$ cat src/rtl/aes_rx_packer.sv
// Packs the aes_rx byte stream into NBYTES-wide AES blocks (first byte in the MSBs)
// and discards short or stalled partial blocks. Define AES_RX_PACKER_CNT_EN for blk_cnt/err_cnt.
module aes_rx_packer #(
  parameter int NBYTES  = 16,
  parameter int TIMEOUT = 1024,
  parameter int TW      = 11
) (
  input  logic                clk,
  input  logic                rst,
  input  logic                in_valid,
  input  logic [7:0]          in_data,
  input  logic                in_last,
  output logic                in_ready,
  output logic                out_valid,
  output logic [8*NBYTES-1:0] out_data,
  input  logic                out_ready,
  output logic                out_err
`ifdef AES_RX_PACKER_CNT_EN
  ,
  output logic [15:0]         blk_cnt,
  output logic [15:0]         err_cnt
`endif
);

  localparam int DATA_W = 8 * NBYTES;
  localparam int CW = (NBYTES > 1) ? $clog2(NBYTES) : 1;
  localparam logic [CW-1:0] LAST_IDX = CW'(NBYTES - 1);
  localparam logic [TW-1:0] TMO_LAST = TW'(TIMEOUT - 1);

  typedef enum logic [1:0] {
    IDLE,
    FILL,
    FULL
  } state_t;

  state_t            state;
  logic [CW-1:0]     cnt;
  logic [TW-1:0]     tmo;
  logic [DATA_W-1:0] asm_p0;
  logic [DATA_W-1:0] asm_ins;
  logic              acc;
  logic              xfer;
  logic              done;
  logic              short_frame;

  assign acc         = in_valid && in_ready;
  assign xfer        = out_valid && out_ready;
  assign done        = acc && (cnt == LAST_IDX);
  assign short_frame = acc && in_last && !done;

  // Assembly register with the incoming byte merged at its slot
  always_comb begin
    asm_ins = asm_p0;
    for (int k = 0; k < NBYTES; k++) begin
      if (cnt == CW'(k)) asm_ins[8*(NBYTES-k)-1 -: 8] = in_data;
    end
  end

  always_ff @(posedge clk) begin
    if (acc) asm_p0 <= asm_ins;
  end

  // Control FSM plus output register stage
  always_ff @(posedge clk) begin
    if (rst) begin
      state     <= IDLE;
      cnt       <= '0;
      tmo       <= '0;
      in_ready  <= 1'b1;
      out_valid <= 1'b0;
      out_data  <= '0;
      out_err   <= 1'b0;
    end else begin
      out_err <= 1'b0;
      // Drained with nothing new to load; a load below overrides this
      if (xfer) out_valid <= 1'b0;
      case (state)
        IDLE, FILL: begin
          if (done) begin
            cnt <= '0;
            tmo <= '0;
            if (!out_valid || out_ready) begin
              out_data  <= asm_ins;
              out_valid <= 1'b1;
              state     <= IDLE;
            end else begin
              state    <= FULL;
              in_ready <= 1'b0;
            end
          end else if (short_frame) begin
            cnt     <= '0;
            tmo     <= '0;
            state   <= IDLE;
            out_err <= 1'b1;
          end else if (acc) begin
            cnt   <= cnt + CW'(1);
            tmo   <= '0;
            state <= FILL;
          end else if (state == FILL) begin
            if (tmo == TMO_LAST) begin
              cnt     <= '0;
              tmo     <= '0;
              state   <= IDLE;
              out_err <= 1'b1;
            end else begin
              tmo <= tmo + TW'(1);
            end
          end
        end
        FULL: begin
          if (xfer) begin
            out_data  <= asm_p0;
            out_valid <= 1'b1;
            in_ready  <= 1'b1;
            state     <= IDLE;
          end
        end
        default: begin
          state    <= IDLE;
          cnt      <= '0;
          tmo      <= '0;
          in_ready <= 1'b1;
        end
      endcase
    end
  end

`ifdef AES_RX_PACKER_CNT_EN
  function automatic logic [15:0] sat_inc(input logic [15:0] v);
    return (v == 16'hFFFF) ? v : v + 16'd1;
  endfunction

  always_ff @(posedge clk) begin
    if (rst) begin
      blk_cnt <= '0;
      err_cnt <= '0;
    end else begin
      if (xfer)    blk_cnt <= sat_inc(blk_cnt);
      if (out_err) err_cnt <= sat_inc(err_cnt);
    end
  end
`endif

endmodule

$ cat config.mk
export PLATFORM = sky130hd
export DESIGN_NAME = aes_rx_packer
export DESIGN_NICKNAME = d
export VERILOG_FILES = /design/src/rtl/aes_rx_packer.sv
export SDC_FILE = /design/constraint.sdc
export NUM_CORES = 1
export LEC_CHECK = 0
export CAP_MARGIN = 10
export CORE_MARGIN = 4
export CORE_UTILIZATION = 43
export CTS_CLUSTER_SIZE = 30
export DETAILED_ROUTE_END_ITERATION = 10
export PLACE_DENSITY = 0.62
export SKIP_CTS_REPAIR_TIMING = 1
export SYNTH_ARGS = -nofsm -noshare
export SYNTH_HDL_FRONTEND = slang
export SYNTH_SLANG_ARGS = --single-unit
export TNS_END_PERCENT = 20
$ cat constraint.sdc
create_clock -name clk -period 4.1 [get_ports clk]
set_input_delay 0.41 -clock clk [delete_from_list [all_inputs] [get_ports clk]]
set_output_delay 0.41 -clock clk [all_outputs]
set_load 0.02 [all_outputs]
==> reports/metrics.cfg, run 1 <==
[worst_setup_path]
slowest_stage = dfxtp_1
startpoint_type = flip-flop
required_ns = 4.47
cp_data_arrival_time_ns = 3.24
crit_chain = and3_1 -> nand2_1 -> a21boi_4 -> buf_12 -> a221oi_1
rrSetupSlack_ns = 1.23
end_kind = flip-flop
path_class = reg2reg
critPathMaxFanout = 128
slowest_delay_ns = 0.85

[routing]
wl_um = 31900
vias_per_cell = 5.63
remaining_drc_errors = 0
first_iter_violations = 490
dr.pass1.iters = 5
routed.top_layer = met4
wl_met1_um = 15200
antenna_left = 0
wl_met3_um = 1420
wire_per_inst_um = 20.4
routed-wl-met2_um = 14600
route.vias.total = 8796

[sta]
skew_ns = 0.00904
fin_hold_ws_ns = 0.299
maxSlewViolCount = 0
min_period_over_period = 0.699
finalSetupTns_ns = 0
slew-limit-headroom = 0.430
rsz0062_at_grt = false
max_freq_mhz = 349
hold_violations = 0
worstMarginPinSlew_ns = 0.855
finalCriticalPeriod_ns = 2.87
setup_viol = 0

[grt]
track_usage = 0.182
grt_pass1_vias = 8596
grt_pass1_wl_um = 50000
antenna_found_initial = 0
overflow = 0
grt_max_degree = 129

[synthesis]
ys_types = 52
syn_avg_cell_area_sq_um = 12.6
yosys-top-cells-count = 148 x dfxtp_1, 138 x nor2_1, 128 x edfxtp_1, 128 x mux2i_1, 120 x mux2_2
synth_top_area_share = 0.290
netlist_top_cells_area = edfxtp_1 29%, dfxtp_1 22%, mux2_2 10%, mux2i_1 9.7%, a221oi_2 9.5%
yosys_most_used_dff = dfxtp_1
synth_nets = 1068
netlist_area_sq_um = 13200
synth_area_leader_cell = edfxtp_1
seq_area_frac_synth = 0.514
synth_edf_count = 128
synthCells = 1050
yosys_warnings = 0
synth_most_common_cell = dfxtp_1
async_flop_share = 0
ys_ff_latch = 276

[worst_hold_path]
min_path_type = in2reg

[die]
dieWidth_um = 184
io_pins = 144
start_util = 0.434
rows = 64
chipHeight_um = 184
core_area_sq_um = 30500
die-area_sq_um = 33700

[power]
p_comb_frac = 0.052
p_switching_mw = 1.32
power_density_nw_per_um2 = 375
ir_drop_mv = 0.299
clockPowerShare = 0.444
p_seq_frac = 0.504
internal_power_mw = 4.65
p_sw_frac = 0.220
leakage_nw = 5.10
power_mw = 5.97

[cells_and_area]
nNetsFinal = 1161
area_growth_pct = 20.1
diodes = 0
fin_area_sq_um = 15900
drive_above_1_share = 0.260

[clock_network]
cts.path.max_buffers = 3
h-tree-depth = 1
worst_setup_hold_path_clk_slew_ns = 0.06
clock-sinks = 276
cts_inserted_buffers = 30
cts-root-buf = clkbuf_16
clkLatencyLatePin_ns = 0.55
cts_tree = built

[placement]
dpl-instance-area_sq_um = 14900
place.gp.congestion = 0.784
io_buffer_count = 143
dp_hpwl_um = 18800

[job]
cap_violations = 0

[run_status]
status = finished, final reports clean

==> metrics by stage <==
step           worst slack (ns)  utilization  instances
4_1_cts                    1.23        0.521       1563
2_1_floorplan              1.38            -       1050
6_report                   1.23        0.521       1563
3_5_place_dp               1.26        0.489       1507
5_1_grt                    1.05        0.521       1563
3_3_place_gp               1.30        0.489       1507
==> cell families (layout without fill, tap and decap cells) <==
logic type,after synthesis,after routing,synth area share
flip-flops,276,276,0.514
buffers and inverters,112,229,0.0405
AO/OA/AOI/OAI,165,165,0.142
XOR/XNOR,5,5,0.00331
adder cells (fa/ha/maj),5,5,0.00472
AND/OR/NAND/NOR,239,239,0.0969
multiplexers,248,248,0.199
==> critical path, delay by kind of cell (launching register included) <==
family | cells | cell delay (ns)
compound gates | 2 | 0.41
buf+inv | 1 | 0.62
flops | 1 | 0.85
simple gates | 2 | 0.78
==> power groups by stage <==
stage | sequential (mW) | combinational (mW) | clock [mW]
3_3_place_gp | 3.06 | 0.307 | 0
5_1_grt | 3.02 | 0.333 | 2.83
4_1_cts | 3.01 | 0.312 | 2.71
6_report | 3.01 | 0.308 | 2.65
3_5_place_dp | 3.07 | 0.310 | 0
2_1_floorplan | 3.06 | 0.214 | 0
==> cell type report <==
type / count / area, sq um
sequential: 276 / 6810
clock inverter: 6 / 30.0
inverter: 6 / 22.5
fill: 2648 / 14600
clock buffer: 50 / 948
multi-input combinational: 662 / 5940
tap: 396 / 495
timing repair buffer: 167 / 1660
==> path summary, 6_finish.rpt <==
kind,startpoint,endpoint,cells past startpoint
max,cnt[2]$_SDFFE_PP0P_,out_data[102]$_SDFFE_PP0P_,5
min,rst,out_valid$_SDFF_PP0_,2
max reg2reg,cnt[2]$_SDFFE_PP0P_,out_data[102]$_SDFFE_PP0P_,5
min reg2reg,tmo[10]$_SDFFE_PP0P_,tmo[10]$_SDFFE_PP0P_,1
==> placed cells by master, fill, tap and decap left out, types with 3 or more instances in the layout <==
master	n
dfxtp_1	148
clkdlybuf4s50_1	142
nor2_1	138
mux2i_1	128
edfxtp_1	128
mux2_2	120
a221oi_2	84
a221oi_1	44
nand2_1	34
clkbuf_16	32
buf_4	20
a21oi_1	15
nor2_8	10
clkbuf_1	10
nand3b_1	8
clkbuf_8	8
inv_1	6
o21ai_0	6
clkinv_2	6
nand3_1	5
xor2_1	5
ha_1	5
nor3b_1	4
or4_1	4
o2111ai_1	4
buf_12	4
nand3_4	3
nand2b_1	3
nand2_2	3
and2_1	3
or3_1	3
nor3_1	3
==> flip-flops by register name, summed over array words and instances, names as in the netlist <==
name       cells
out_valid      1
out_err        1
asm_p0       128
state          2
tmo           11
out_data     128
cnt            4
in_ready       1
==> layer usage <==
layer,GRT usage,up-vias
li1,-,4174
met4,0.0447,0
met1,0.266,4381
met5,0,-
met3,0.0243,43
met2,0.289,198
No activity file was read; power rests on OpenSTA's default activity.
==> run 2: changes to the inputs <==
PLACE_DENSITY = 0.6   (was 0.62)
clock period = 2.9 ns   (was 4.1 ns; I/O delays follow)
==> reports/metrics.cfg, run 2 (synthesis gave the netlist of run 1 again) <==
[run_status]
status = finished, final reports clean

[grt]
track_usage = 0.188
grt_pass1_wl_um = 51700
overflow = 0
grt_max_degree = 86
grt_pass1_vias = 8854
antenna_found_initial = 0

[sta]
skew_ns = 0.0257
min_period_over_period = 0.767
hold_violations = 0
slew-limit-headroom = 0.452
finalCriticalPeriod_ns = 2.22
maxSlewViolCount = 0
setup_viol = 0
rsz0062_at_grt = false
worstMarginPinSlew_ns = 0.822
fin_hold_ws_ns = 0.170
max_freq_mhz = 450
finalSetupTns_ns = 0

[cells_and_area]
area_growth_pct = 21.4
fillerInstances = 2688
drive_above_1_share = 0.265
reg_top3 = asm_p0 (128), out_data (128), tmo (11)
layout_commonest_cell = dfxtp_1
nNetsFinal = 1173
final_cell_mix = 148 x dfxtp_1, 142 x clkdlybuf4s50_1, 138 x nor2_1
diodes = 0
finalCoreUtilization = 0.527

[worst_setup_path]
end_kind = flip-flop
critPathBufInv = 1
critPathMaxFanout = 9
crit_family = simple AND/OR/NAND/NOR gates
cp_data_arrival_time_ns = 2.61
slowest_delay_ns = 0.52
slowest_stage = nand3b_1
r2r_cells = 6
required_ns = 3.29
r2r-end = out_data[56]$_SDFFE_PP0P_
startpoint_type = flip-flop
rrSetupSlack_ns = 0.68
crit_chain = inv_1 -> ha_1 -> nand3b_1 -> nor2_8 -> mux2i_1 -> a221oi_2
path_class = reg2reg
r2r-start = cnt[0]$_SDFFE_PP0P_

[power]
internal_power_mw = 6.73
p_comb_frac = 0.051
p_sw_frac = 0.218
power_density_nw_per_um2 = 535
clockPowerShare = 0.454
p_seq_frac = 0.495
p_switching_mw = 1.88
ir_drop_mv = 0.455
leakage_nw = 5.18

[clock_network]
h-tree-depth = 1
cts.path.max_buffers = 3
clkLatencyLatePin_ns = 0.56
worst_setup_hold_path_clk_slew_ns = 0.06
cts-root-buf = clkbuf_16
clock-sinks = 276
cts_inserted_buffers = 31
cts_tree = built

[routing]
routed-wl-met2_um = 15100
wire_per_inst_um = 20.7
dr.pass1.iters = 5
wl_met1_um = 15300
route.vias.total = 8788
routed.top_layer = met4
first_iter_violations = 419
remaining_drc_errors = 0
antenna_left = 0
wl_met3_um = 1740
wl_um = 32600
vias_per_cell = 5.58

[die]
rows = 64
io_pins = 144
die-area_sq_um = 33700
dieWidth_um = 184
start_util = 0.434
chipHeight_um = 184
core_area_sq_um = 30500

[placement]
dp_hpwl_um = 19300
io_buffer_count = 143
place.gp.congestion = 0.765

[worst_hold_path]
holdCritStartpoint = rst
whs_path_depth = 2
min_path_type = in2reg
whs_endpoint = out_valid$_SDFF_PP0_

[job]
cap_violations = 0

-- run 2: changes by cell type in the layout (fill, tap and decap cells not counted) --
cell / before / now
buf_12: 4 / 8
buf_4: 20 / 27
bufinv_16: 0 / 4
clkbuf_1: 10 / 6
clkbuf_16: 32 / 31
clkbuf_8: 8 / 2
clkinv_1: 0 / 6
clkinv_2: 6 / 5
clkinv_4: 0 / 1
clkinvlp_4: 0 / 1
inv_6: 0 / 1
-- run 2: area by class of cell --
type                            instances  area, sq um  area share
Tap cell                              396          495      0.0308
Inverter                                6         22.5     0.00140
Clock inverter                         18          193      0.0120
Sequential cell                       276         6810       0.423
Clock buffer                           39          826      0.0514
Multi-Input combinational cell        662         5940       0.369
Timing Repair Buffer                  178         1800       0.112
-- run 2: metrics by stage --
stage	total power [mW]	cells	area, sq um	worst slack, ns
CTS	8.70	1575	16100	0.611
global route	8.93	1575	16100	0.503
detailed placement	4.78	1518	15100	0.618
finish	8.60	1575	16100	0.677
floorplan	4.63	1050	13200	0.184
global placement	4.78	1518	15100	0.662
-- run 2: power groups by stage --
| stage | combinational, mW | clock (mW) | sequential (mW) |
|---|---|---|---|
| 2_1_floorplan | 0.303 | 0 | 4.32 |
| 3_3_place_gp | 0.438 | 0 | 4.34 |
| 3_5_place_dp | 0.445 | 0 | 4.34 |
| 4_1_cts | 0.446 | 4.00 | 4.26 |
| 5_1_grt | 0.479 | 4.18 | 4.27 |
| 6_report | 0.440 | 3.91 | 4.26 |
-- run 2: how the worst max path moves through the flow --
stage | to | slack, ns | from | cells past startpoint
2_1_floorplan | state[0]$_SDFFE_PP0P_ | 0.18 | in_ready$_SDFFE_PP1P_ | 4
3_3_place_gp | asm_p0[90]$_DFFE_PN_ | 0.66 | in_valid | 3
3_5_place_dp | asm_p0[87]$_DFFE_PN_ | 0.62 | in_valid | 3
4_1_cts | out_data[115]$_SDFFE_PP0P_ | 0.61 | cnt[1]$_SDFFE_PP0P_ | 6
5_1_grt | out_data[46]$_SDFFE_PP0P_ | 0.50 | cnt[0]$_SDFFE_PP0P_ | 6
6_report | out_data[56]$_SDFFE_PP0P_ | 0.68 | cnt[0]$_SDFFE_PP0P_ | 6
-- run 2: metal layers --
metal  GRT usage  vias up
met4      0.0337        0
met5           0        -
li1            -     4202
met3      0.0230       35
met1       0.272     4373
met2       0.308      178
